--- config.mk ---
export PLATFORM = sky130hd
export DESIGN_NAME = norm_shift_ctrl_flat
export DESIGN_NICKNAME = d
export VERILOG_FILES = /design/src/rtl/norm_shift_ctrl_pkg.sv /design/src/rtl/norm_shift_ctrl_if.sv /design/src/rtl/encoder.sv /design/src/rtl/norm_shift_ctrl_msb_onehot.sv /design/src/rtl/norm_shift_ctrl.sv /design/src/flat_wrapper.sv
export SDC_FILE = /design/constraint.sdc
export NUM_CORES = 1
export LEC_CHECK = 0
export CORE_AREA = 2 2 83 116
export DETAILED_ROUTE_END_ITERATION = 8
export DIE_AREA = 0 0 85 118
export HOLD_SLACK_MARGIN = 0.12
export PLACE_DENSITY = 0.8
export SYNTH_ARGS = -nofsm -noshare
export SYNTH_HDL_FRONTEND = slang
export SYNTH_SLANG_ARGS = --single-unit
--- constraint.sdc ---
create_clock -name clk -period 5.9 [get_ports clk]
set_clock_uncertainty 0.2 [all_clocks]
set_input_delay 1.18 -clock clk [delete_from_list [all_inputs] [get_ports clk]]
set_output_delay 1.18 -clock clk [all_outputs]
set_load 0.02 [all_outputs]
--- src/rtl/norm_shift_ctrl_pkg.sv ---
// Shared types and constants for the normalisation sequencer.
// Optional statistics counter is enabled by defining NORM_SHIFT_STATS_EN.
package norm_pkg;
    localparam int DATA_W = 32;
    localparam int CODE_W = 6;
    localparam logic [CODE_W-1:0] ZERO_CODE = 6'd32;
    localparam int STATS_W = 16;

    typedef enum logic [1:0] {IDLE, DETECT, SHIFT, DONE} state_t;
endpackage

--- src/rtl/norm_shift_ctrl_if.sv ---
// Request/result channels of the normalisation sequencer.
interface norm_shift_ctrl_if #(parameter int EXP_W = 8);
    import norm_pkg::*;

    // Both channels: a transfer happens on a rising edge where valid and ready
    // are both high; the sender holds valid and its payload until then.
    logic              in_valid;
    logic              in_ready;
    logic [DATA_W-1:0] in_data;
    logic [EXP_W-1:0]  in_exp;
    logic              out_valid;
    logic              out_ready;
    logic [DATA_W-1:0] out_data;
    logic [EXP_W-1:0]  out_exp;
    logic              out_zero;
    logic              out_underflow;

    modport master (
        output in_valid, in_data, in_exp, out_ready,
        input  in_ready, out_valid, out_data, out_exp, out_zero, out_underflow
    );

    modport slave (
        input  in_valid, in_data, in_exp, out_ready,
        output in_ready, out_valid, out_data, out_exp, out_zero, out_underflow
    );
endinterface

--- src/rtl/encoder.sv ---
// Existing 32-to-6 one-hot encoder; an all-zero input yields 6'b100000.
module encoder (
    input  logic [31:0] onehot,
    output logic [5:0]  code
);
    always_comb begin
        code = 6'b100000;
        for (int i = 0; i < 32; i++) begin
            if (onehot[i]) code = 6'(i);
        end
    end
endmodule

--- src/rtl/norm_shift_ctrl_msb_onehot.sv ---
// Isolates the highest set bit of a 31-bit vector as a one-hot word.
module msb_onehot (
    input  logic [30:0] vec,
    output logic [30:0] onehot
);
    always_comb begin
        onehot = '0;
        for (int i = 0; i < 31; i++) begin
            if (vec[i]) begin
                onehot    = '0;
                onehot[i] = 1'b1;
            end
        end
    end
endmodule

--- src/rtl/norm_shift_ctrl.sv ---
// Multi-cycle mantissa normaliser with exponent clamp (IDLE/DETECT/SHIFT/DONE).
// Define NORM_SHIFT_STATS_EN to add the saturating op_count output.
module norm_shift_ctrl
    import norm_pkg::*;
#(
    parameter int SHIFT_STEP = 8,
    parameter int EXP_W      = 8
) (
    input  logic                clk,
    input  logic                rst,
    norm_shift_ctrl_if.slave    bus,
    output state_t              dbg_state
`ifdef NORM_SHIFT_STATS_EN
    ,
    output logic [STATS_W-1:0]  op_count
`endif
);
    localparam logic [CODE_W-1:0] STEP_C = CODE_W'(SHIFT_STEP);

    state_t              state_q, state_d;
    logic [DATA_W-1:0]   data_q, data_d;
    logic [EXP_W-1:0]    exp_q, exp_d;
    logic [CODE_W-1:0]   rem_q, rem_d;
    logic                zero_q, zero_d;
    logic                unf_q, unf_d;

    logic [30:0]         onehot;
    logic [CODE_W-1:0]   code;
    logic [CODE_W-1:0]   s_raw, s_fin, amt;
    logic                zero_det, unf_det;

    msb_onehot u_msb (.vec(data_q[30:0]), .onehot(onehot));

    // Shifted up one place so a bit at position p encodes as p+1; 0 stays the zero code.
    encoder u_enc (.onehot({onehot, 1'b0}), .code(code));

    always_comb begin
        zero_det = !data_q[31] && (code == ZERO_CODE);
        s_raw    = '0;
        if (!data_q[31] && !zero_det) s_raw = 6'd32 - code;
        unf_det  = 32'(s_raw) > 32'(exp_q);
        s_fin    = unf_det ? CODE_W'(exp_q) : s_raw;
        amt      = (rem_q < STEP_C) ? rem_q : STEP_C;
    end

    always_comb begin
        state_d = state_q;
        data_d  = data_q;
        exp_d   = exp_q;
        rem_d   = rem_q;
        zero_d  = zero_q;
        unf_d   = unf_q;
        case (state_q)
            IDLE: begin
                if (bus.in_valid) begin
                    data_d  = bus.in_data;
                    exp_d   = bus.in_exp;
                    rem_d   = '0;
                    zero_d  = 1'b0;
                    unf_d   = 1'b0;
                    state_d = DETECT;
                end
            end
            DETECT: begin
                zero_d = zero_det;
                unf_d  = unf_det;
                if (s_fin == '0) begin
                    state_d = DONE;
                end else begin
                    rem_d   = s_fin;
                    state_d = SHIFT;
                end
            end
            SHIFT: begin
                // amt never exceeds the remaining exp budget, so exp cannot wrap.
                data_d = data_q << amt;
                exp_d  = exp_q - EXP_W'(amt);
                rem_d  = rem_q - amt;
                if (rem_q == amt) state_d = DONE;
            end
            DONE: begin
                if (bus.out_ready) state_d = IDLE;
            end
            default: state_d = IDLE;
        endcase
    end

    always_ff @(posedge clk or posedge rst) begin
        if (rst) begin
            state_q <= IDLE;
            data_q  <= '0;
            exp_q   <= '0;
            rem_q   <= '0;
            zero_q  <= 1'b0;
            unf_q   <= 1'b0;
        end else begin
            state_q <= state_d;
            data_q  <= data_d;
            exp_q   <= exp_d;
            rem_q   <= rem_d;
            zero_q  <= zero_d;
            unf_q   <= unf_d;
        end
    end

    assign bus.in_ready      = (state_q == IDLE);
    assign bus.out_valid     = (state_q == DONE);
    assign bus.out_data      = data_q;
    assign bus.out_exp       = exp_q;
    assign bus.out_zero      = zero_q;
    assign bus.out_underflow = unf_q;
    assign dbg_state         = state_q;

`ifdef NORM_SHIFT_STATS_EN
    always_ff @(posedge clk or posedge rst) begin
        if (rst) begin
            op_count <= '0;
        end else if (state_q == DONE && bus.out_ready && op_count != '1) begin
            op_count <= op_count + 1'b1;
        end
    end
`endif
endmodule

--- src/flat_wrapper.sv ---
// flat-port wrapper written by rule: the top's interface ports become plain ports
module norm_shift_ctrl_flat import norm_pkg::*;
#(
    parameter int SHIFT_STEP = 8,
    parameter int EXP_W      = 8
)
  (clk, rst, dbg_state, bus_in_valid, bus_in_data, bus_in_exp, bus_out_ready, bus_in_ready, bus_out_valid, bus_out_data, bus_out_exp, bus_out_zero, bus_out_underflow);
  norm_shift_ctrl_if #(.EXP_W(EXP_W)) bus_i ();
  input  logic clk;
  input  logic rst;
  output state_t dbg_state;
  input wire logic [$bits(bus_i.in_valid)-1:0] bus_in_valid;
  input wire logic [$bits(bus_i.in_data)-1:0] bus_in_data;
  input wire logic [$bits(bus_i.in_exp)-1:0] bus_in_exp;
  input wire logic [$bits(bus_i.out_ready)-1:0] bus_out_ready;
  output wire logic [$bits(bus_i.in_ready)-1:0] bus_in_ready;
  output wire logic [$bits(bus_i.out_valid)-1:0] bus_out_valid;
  output wire logic [$bits(bus_i.out_data)-1:0] bus_out_data;
  output wire logic [$bits(bus_i.out_exp)-1:0] bus_out_exp;
  output wire logic [$bits(bus_i.out_zero)-1:0] bus_out_zero;
  output wire logic [$bits(bus_i.out_underflow)-1:0] bus_out_underflow;
  assign bus_i.in_valid = bus_in_valid;
  assign bus_i.in_data = bus_in_data;
  assign bus_i.in_exp = bus_in_exp;
  assign bus_i.out_ready = bus_out_ready;
  assign bus_in_ready = bus_i.in_ready;
  assign bus_out_valid = bus_i.out_valid;
  assign bus_out_data = bus_i.out_data;
  assign bus_out_exp = bus_i.out_exp;
  assign bus_out_zero = bus_i.out_zero;
  assign bus_out_underflow = bus_i.out_underflow;
  norm_shift_ctrl #(.SHIFT_STEP(SHIFT_STEP), .EXP_W(EXP_W)) u_core (.clk(clk), .rst(rst), .bus(bus_i), .dbg_state(dbg_state));
endmodule
After elaboration in Yosys (flattened, before gate mapping)

Cells that the tools add are included.

Flip-flop bits (word level): 50
Input port bits: 44
Word-level logic and storage cells: 114

Add/sub/neg operators: 3
$lt $le $gt $ge: 2
Equal/unequal tests: 9
Shift operators: 1
Multiplexer cells: 80
Reduce and logical (&&, ||, !) cells: 13

Operator list:

| cell                                                | number |
|---|---|
| 2-to-1 mux 31 bit                                   | 30 |
| 2-to-1 mux 6 bit                                    | 36 |
| one-hot mux 32 bit (2 select lines)                 | 1 |
| 2-to-1 mux 32 bit                                   | 1 |
| left shift 32 x 6 -> 32 bit                         | 1 |
| one-hot mux 6 bit (3 select lines)                  | 1 |
| one-hot mux 8 bit (2 select lines)                  | 1 |
| greater-than comparator 6 x 8 -> 1 bit              | 1 |
| 2-to-1 mux 8 bit                                    | 1 |
| one-hot mux 2 bit (4 select lines)                  | 1 |
| subtractor 8 x 6 -> 8 bit                           | 1 |
| == test 6 bit                                       | 1 |
| == test 6 bit (second input constant)               | 1 |
| logical NOT 6 bit                                   | 1 |
| < comparator 6 x 4 -> 1 bit (second input constant) | 1 |
| 2-to-1 mux 2 bit                                    | 3 |
| != test 2 bit (second input constant)               | 3 |
| AND reduction 3 bit                                 | 2 |
| subtractor 6 bit                                    | 1 |
| subtractor 6 bit (first input constant)             | 1 |
| == test 2 bit (second input constant)               | 2 |
| one-hot mux 1 bit (2 select lines)                  | 2 |
| AND reduction 2 bit                                 | 2 |
| nonzero test 2 bit                                  | 2 |
| 7 further kinds                                     | 11 |

Depth between registers and ports, before layout

Depth in word-level cells: 72
Mapped depth: 20
Gate-level depth less buffers: 19

Modules after synthesis

A second synthesis with hierarchy kept.

Cell total of the unflattened synthesis: 629
Area total of the unflattened synthesis: 5026.1 sq um

By module, submodules not included:

| module          | instances | cells an instance | area an instance (sq um) | seq. area each (sq um) |
|---|---|---|---|---|
| norm_shift_ctrl | 1         | 502               | 4276.6                   | 1251.2 |
| msb_onehot      | 1         | 62                | 416.6                    | 0.0 |
| encoder         | 1         | 65                | 332.8                    | 0.0 |

Worst setup path before layout

Ideal clock, no wire load.

Path type: register -> register
Start: reg u_core.data_q[27] (netlist: u_core.bus.out_data[27])
End: reg u_core.rem_q[3]
Setup time: 0.128 ns
Data arrival time: 4.578 ns
Path slack: 0.995 ns
Stages on the path, launching flop included: 20
Path buffers: 1
Period minus slack after synthesis: 4.905 ns
Cells stage by stage: dfrtp_1 -> buf_2 -> nor4_4 -> nand2_1 -> a21oi_1 -> o22ai_1 -> and2_1 -> ha_1 -> o2111ai_4 -> o21bai_2 -> nor2_1 -> ha_1 -> nor2b_1 -> o21a_1 -> o21a_1 -> o41a_1 -> or3_1 -> mux2_4 -> a31oi_4 -> mux2_1

Cells in the longest elaborated chain, start to end: 45
Elaborated cells between the ends (all ways): 48
Classes of those cells: add/sub: 1; order compare: 1; eq/ne: 2; mux: 39; reduce/logical: 5

Ends and longest elaborated chain:

| item                                                     | RTL line                        | text |
|---|---|---|
| from (decl)                                              | norm_shift_ctrl.sv:21           | `logic [DATA_W-1:0] data_q, data_d;` |
| from (signal assigned)                                   | norm_shift_ctrl.sv:98           | `data_q <= data_d;` |
| 2-to-1 mux 31 bit * (4 in a row)                         | norm_shift_ctrl_msb_onehot.sv:9 | `if (vec[i]) begin` |
| 2-to-1 mux 6 bit (30 in a row)                           | encoder.sv:9                    | `if (onehot[i]) code = 6'(i);` |
| 2-to-1 mux 6 bit *                                       | encoder.sv:9                    |  |
| branches (longest 4 deep; another with subtractor 6 bit) | -                               |  |
| 2-to-1 mux 6 bit *                                       | norm_shift_ctrl.sv:40           | `if (!data_q[31] && !zero_det) s_raw = 6'd32 - code;` |
| greater-than comparator 6 x 8 -> 1 bit                   | norm_shift_ctrl.sv:41           | `unf_det = 32'(s_raw) > 32'(exp_q);` |
| 2-to-1 mux 6 bit *                                       | norm_shift_ctrl.sv:42           | `s_fin = unf_det ? CODE_W'(exp_q) : s_raw;` |
| logical NOT 6 bit                                        | norm_shift_ctrl.sv:67           | `if (s_fin == '0) begin` |
| != test 2 bit (no source line)                           | -                               |  |
| AND reduction 3 bit (no source line)                     | -                               |  |
| to (signal assigned)                                     | norm_shift_ctrl.sv:100          | `rem_q <= rem_d;` |
| to (decl)                                                | norm_shift_ctrl.sv:23           | `logic [CODE_W-1:0] rem_q, rem_d;` |

Every way passes the cells marked *. The select of a mux whose other input is x is not followed.
A chain may end at the register's enable or synchronous reset.

Worst setup path in the final report

Start: reg u_core.data_q[23] (netlist: u_core.bus.out_data[23])
End: reg u_core.rem_q[4]

Cells in the longest elaborated chain, start to end: 49
Elaborated cells between the ends (all ways): 52
Classes of those cells: add/sub: 1; order compare: 1; eq/ne: 2; mux: 43; reduce/logical: 5

Ends and longest elaborated chain:

| item                                                     | RTL line |
|---|---|
| 2-to-1 mux 31 bit * (8 in a row)                         | norm_shift_ctrl_msb_onehot.sv:9 |
| 2-to-1 mux 6 bit (30 in a row)                           | encoder.sv:9 |
| 2-to-1 mux 6 bit *                                       | encoder.sv:9 |
| branches (longest 4 deep; another with subtractor 6 bit) | - |
| 2-to-1 mux 6 bit *                                       | norm_shift_ctrl.sv:40 |
| greater-than comparator 6 x 8 -> 1 bit                   | norm_shift_ctrl.sv:41 |
| 2-to-1 mux 6 bit *                                       | norm_shift_ctrl.sv:42 |
| logical NOT 6 bit                                        | norm_shift_ctrl.sv:67 |
| != test 2 bit (no source line)                           | - |
| AND reduction 3 bit (no source line)                     | - |

Marked as above.

==> flow_summary_export.csv <==
group,metric,value,unit
outcome,status,"completed",
route,finalWirelength,15200,microns
synth,synth_cell_type_count,69,
placed_design,dp_hpwl,11100,microns
clock_tree,htree_num_levels,2,
layout,final_area,5740,sq um
min_path,min_to,"u_core.bus.out_zero",
global_route,grt_remaining_overflow,0,
setup_path,cp_slowest_cell,"nor4_1",
sta,setup_viol,0,
sta,rsz0062_at_grt,"no",
synth,ys_seq_area_frac,0.268,
synth,synthTopCellsByArea,"dfrtp_1 (27%), mux2i_1 (13%), a21oi_1 (7.1%)",
layout,multiInputGateArea,3180,sq um
die,die-area,10000,sq um
global_route,antenna_found_initial,0,
clock_tree,clk_latency,0.30,ns
synth,synth_edf_count,0,
setup_path,cp_data_required_time,5.88,ns
global_route,grt_pass1_vias,4848,
route,drt-initial-drc-count,410,
min_path,hold_class,"reg2reg",
setup_path,r2r_cells,19,
setup_path,crit_type,"reg2reg",
synth,avgSynthCellArea,7.98,sq um
placed_design,place_area,5610,sq um
synth,ys_seq_elements,50,
power_and_ir_drop,power.leakage,0.00245,uW
setup_path,cp.arrival,5.41,ns
clock_tree,path_clk_slew,0.07,ns
die,die_h,118,microns
setup_path,cpPeakStageDelay,0.60,ns
sta,hold_viol,0,
sta,setup_tns,0,ns
sta,max_slew.worst_pin.slew,1.09,ns
sta,max_freq,184,MHz
power_and_ir_drop,power_density,702,nW/um^2
route,wl_per_cell,20.0,microns
synth,yosysTopAreaCellShare,0.268,
layout,layout.cells.most_common,"clkdlybuf4s50_1",
layout,seq_area,1250,sq um
setup_path,rr_endpoint,"u_core.rem_q[4]",
clock_tree,cts_setup_buffers,0,
sta,fin_crit_sh,0.920,
power_and_ir_drop,ir_drop,0.000572,V
die,rows,41,
layout,final_cell_mix,"clkdlybuf4s50_1 (89), a21oi_1 (66), mux2i_1 (62)",
synth,synth.largest_area_cell,"dfrtp_1",
placed_design,io_buffer_count,89,
setup_path,rr_startpoint,"u_core.bus.out_data[23]",
global_route,grt_max_degree,51,
route,ant_nets,0,
global_route,grt_usage,0.306,
sta,holdWs,0.284,ns
sta,slew_headroom,0.272,
clock_tree,cts_tree,"yes",
min_path,holdPathStages,1,
flow_run,max_cap_viol_count,0,
clock_tree,cts.path.max_buffers,2,
layout,fill_cells,766,
setup_path,crit_chain,"nor4_1 > nand2_1 > a21oi_1 > o22ai_1 > and2_1 > ha_1 > o2111ai_4 > o21bai_2 > nor2_1 > ha_1 > nor2b_1 > o21a_1 > o21a_1 > o41a_1 > or3_1 > mux2_4 > a31oi_4 > o31ai_1 > a32o_1",
setup_path,critPathLaunchType,"register",
layout,syn2layout_area_growth,23.1,%
setup_path,path_buf_inv,0,
global_route,grt_pass1_wl,24500,microns
synth,async_reset_ff_frac,1.00,
synth,yosysWarningCount,0,
placed_design,gp_congestion,0.922,
power_and_ir_drop,finalPower,4030,uW
synth,synthCells,584,
setup_path,path_max_fanout,10,
clock_tree,cts_hold_buf,0,
clock_tree,cts_inserted_buffers,5,
route,post-route-drc-count,0,
clock_tree,clock-sinks,50,
layout,antenna_cells,0,
synth,syn_area,4660,sq um
route,vias,4937,
min_path,hold_start,"u_core.bus.out_zero",
die,ios,90,
route,viasPerCell,6.50,
synth,synthFlopType,"dfrtp_1",
setup_path,path_delay_family,"compound AO/OA/AOI/OAI gates",
layout,layout.nets,715,
layout,drive_above_1_share,0.0536,
route,drt_pass1_iterations,5,
setup_path,worstSetupEndpointType,"register",
die,initial_core_util,0.519,
clock_tree,cts_resized,0,
sta,timing.final.max_slew_violations,0,
die,core-area,8980,sq um
setup_path,r2r_slack,0.47,ns
sta,finalCriticalPeriod,5.43,ns
die,die_w,85,microns
clock_tree,root_buffer,"clkbuf_16",
## stage by stage
step / std cells / worst slack, ns / utilization
after CTS: 760 / 0.549 / 0.639
after floorplan: 585 / 0.995 / -
after detailed placement: 753 / 0.603 / 0.624
after global routing: 760 / 0.212 / 0.639
final: 760 / 0.472 / 0.639
after global placement: 753 / 0.762 / 0.624
## cells in the mapped netlist, types with 3 or more instances
cell	count
a21oi_1	66
mux2i_1	62
nand2_1	59
nor2_1	56
dfrtp_1	50
o21ai_0	39
a211oi_1	27
clkbuf_1	25
inv_1	19
ha_1	17
nor3_1	12
o21ai_1	11
o22ai_1	11
nor2b_1	9
buf_2	8
o21a_1	7
o31ai_1	7
and3_1	6
nand3_1	5
o211ai_1	5
a21o_1	4
nand2b_1	4
nand4_1	4
nor4_1	4
a31oi_1	3
and2_1	3
buf_1	3
o22a_1	3
xnor2_1	3
## flip-flops by register name, summed over array words and instances, names as in the netlist
name                      flops
u_core.rem_q                  6
u_core.bus.out_underflow      1
u_core.dbg_state              2
u_core.bus.out_data          32
u_core.bus.out_zero           1
u_core.bus.out_exp            8
## how the worst max path moves through the flow
stage | from | cells after the start | slack (ns) | endpoint
after floorplan | u_core.bus.out_data[27] | 19 | 0.99 | u_core.rem_q[3]
after global placement | u_core.bus.out_data[23] | 18 | 0.76 | u_core.rem_q[3]
after detailed placement | u_core.bus.out_data[23] | 18 | 0.60 | u_core.rem_q[3]
after CTS | u_core.bus.out_data[23] | 18 | 0.55 | u_core.rem_q[3]
after global routing | u_core.bus.out_data[24] | 19 | 0.21 | u_core.rem_q[4]
final | u_core.bus.out_data[23] | 19 | 0.47 | u_core.rem_q[4]
## kinds of logic (layout without fill, tap and decap cells)
logic type | after synthesis | after routing | share of synthesized area
muxes | 66 | 66 | 0.144
buffers and inverters | 59 | 127 | 0.0513
other | 2 | 3 | 0.00161
xor gates and xnor gates | 4 | 4 | 0.00752
DFF | 50 | 50 | 0.268
adders and majority gates | 18 | 18 | 0.0499
AOI/OAI and AO/OA | 211 | 211 | 0.295
and+or+nand+nor | 174 | 174 | 0.182
## metal layers
layer,track usage,vias to the layer above,wire length [microns]
met5,0,-,0
met4,0.168,0,787
met3,0.0393,56,901
met2,0.537,239,7810
met1,0.351,2345,5730
li1,-,2297,-
## power by group
part | total [uW] | internal [uW] | switching, uW
clock | 287 | 156 | 131
combinational | 2870 | 1170 | 1700
sequential | 869 | 508 | 360
## final cells by class
type                       instances  share of cell area
clock buffer                       7              0.0231
inverter                          22              0.0144
multi-input combinational        476               0.554
sequential                        50               0.218
tap                              107              0.0233
timing repair buffer              98               0.167
No activity file was read; power rests on OpenSTA's default activity.
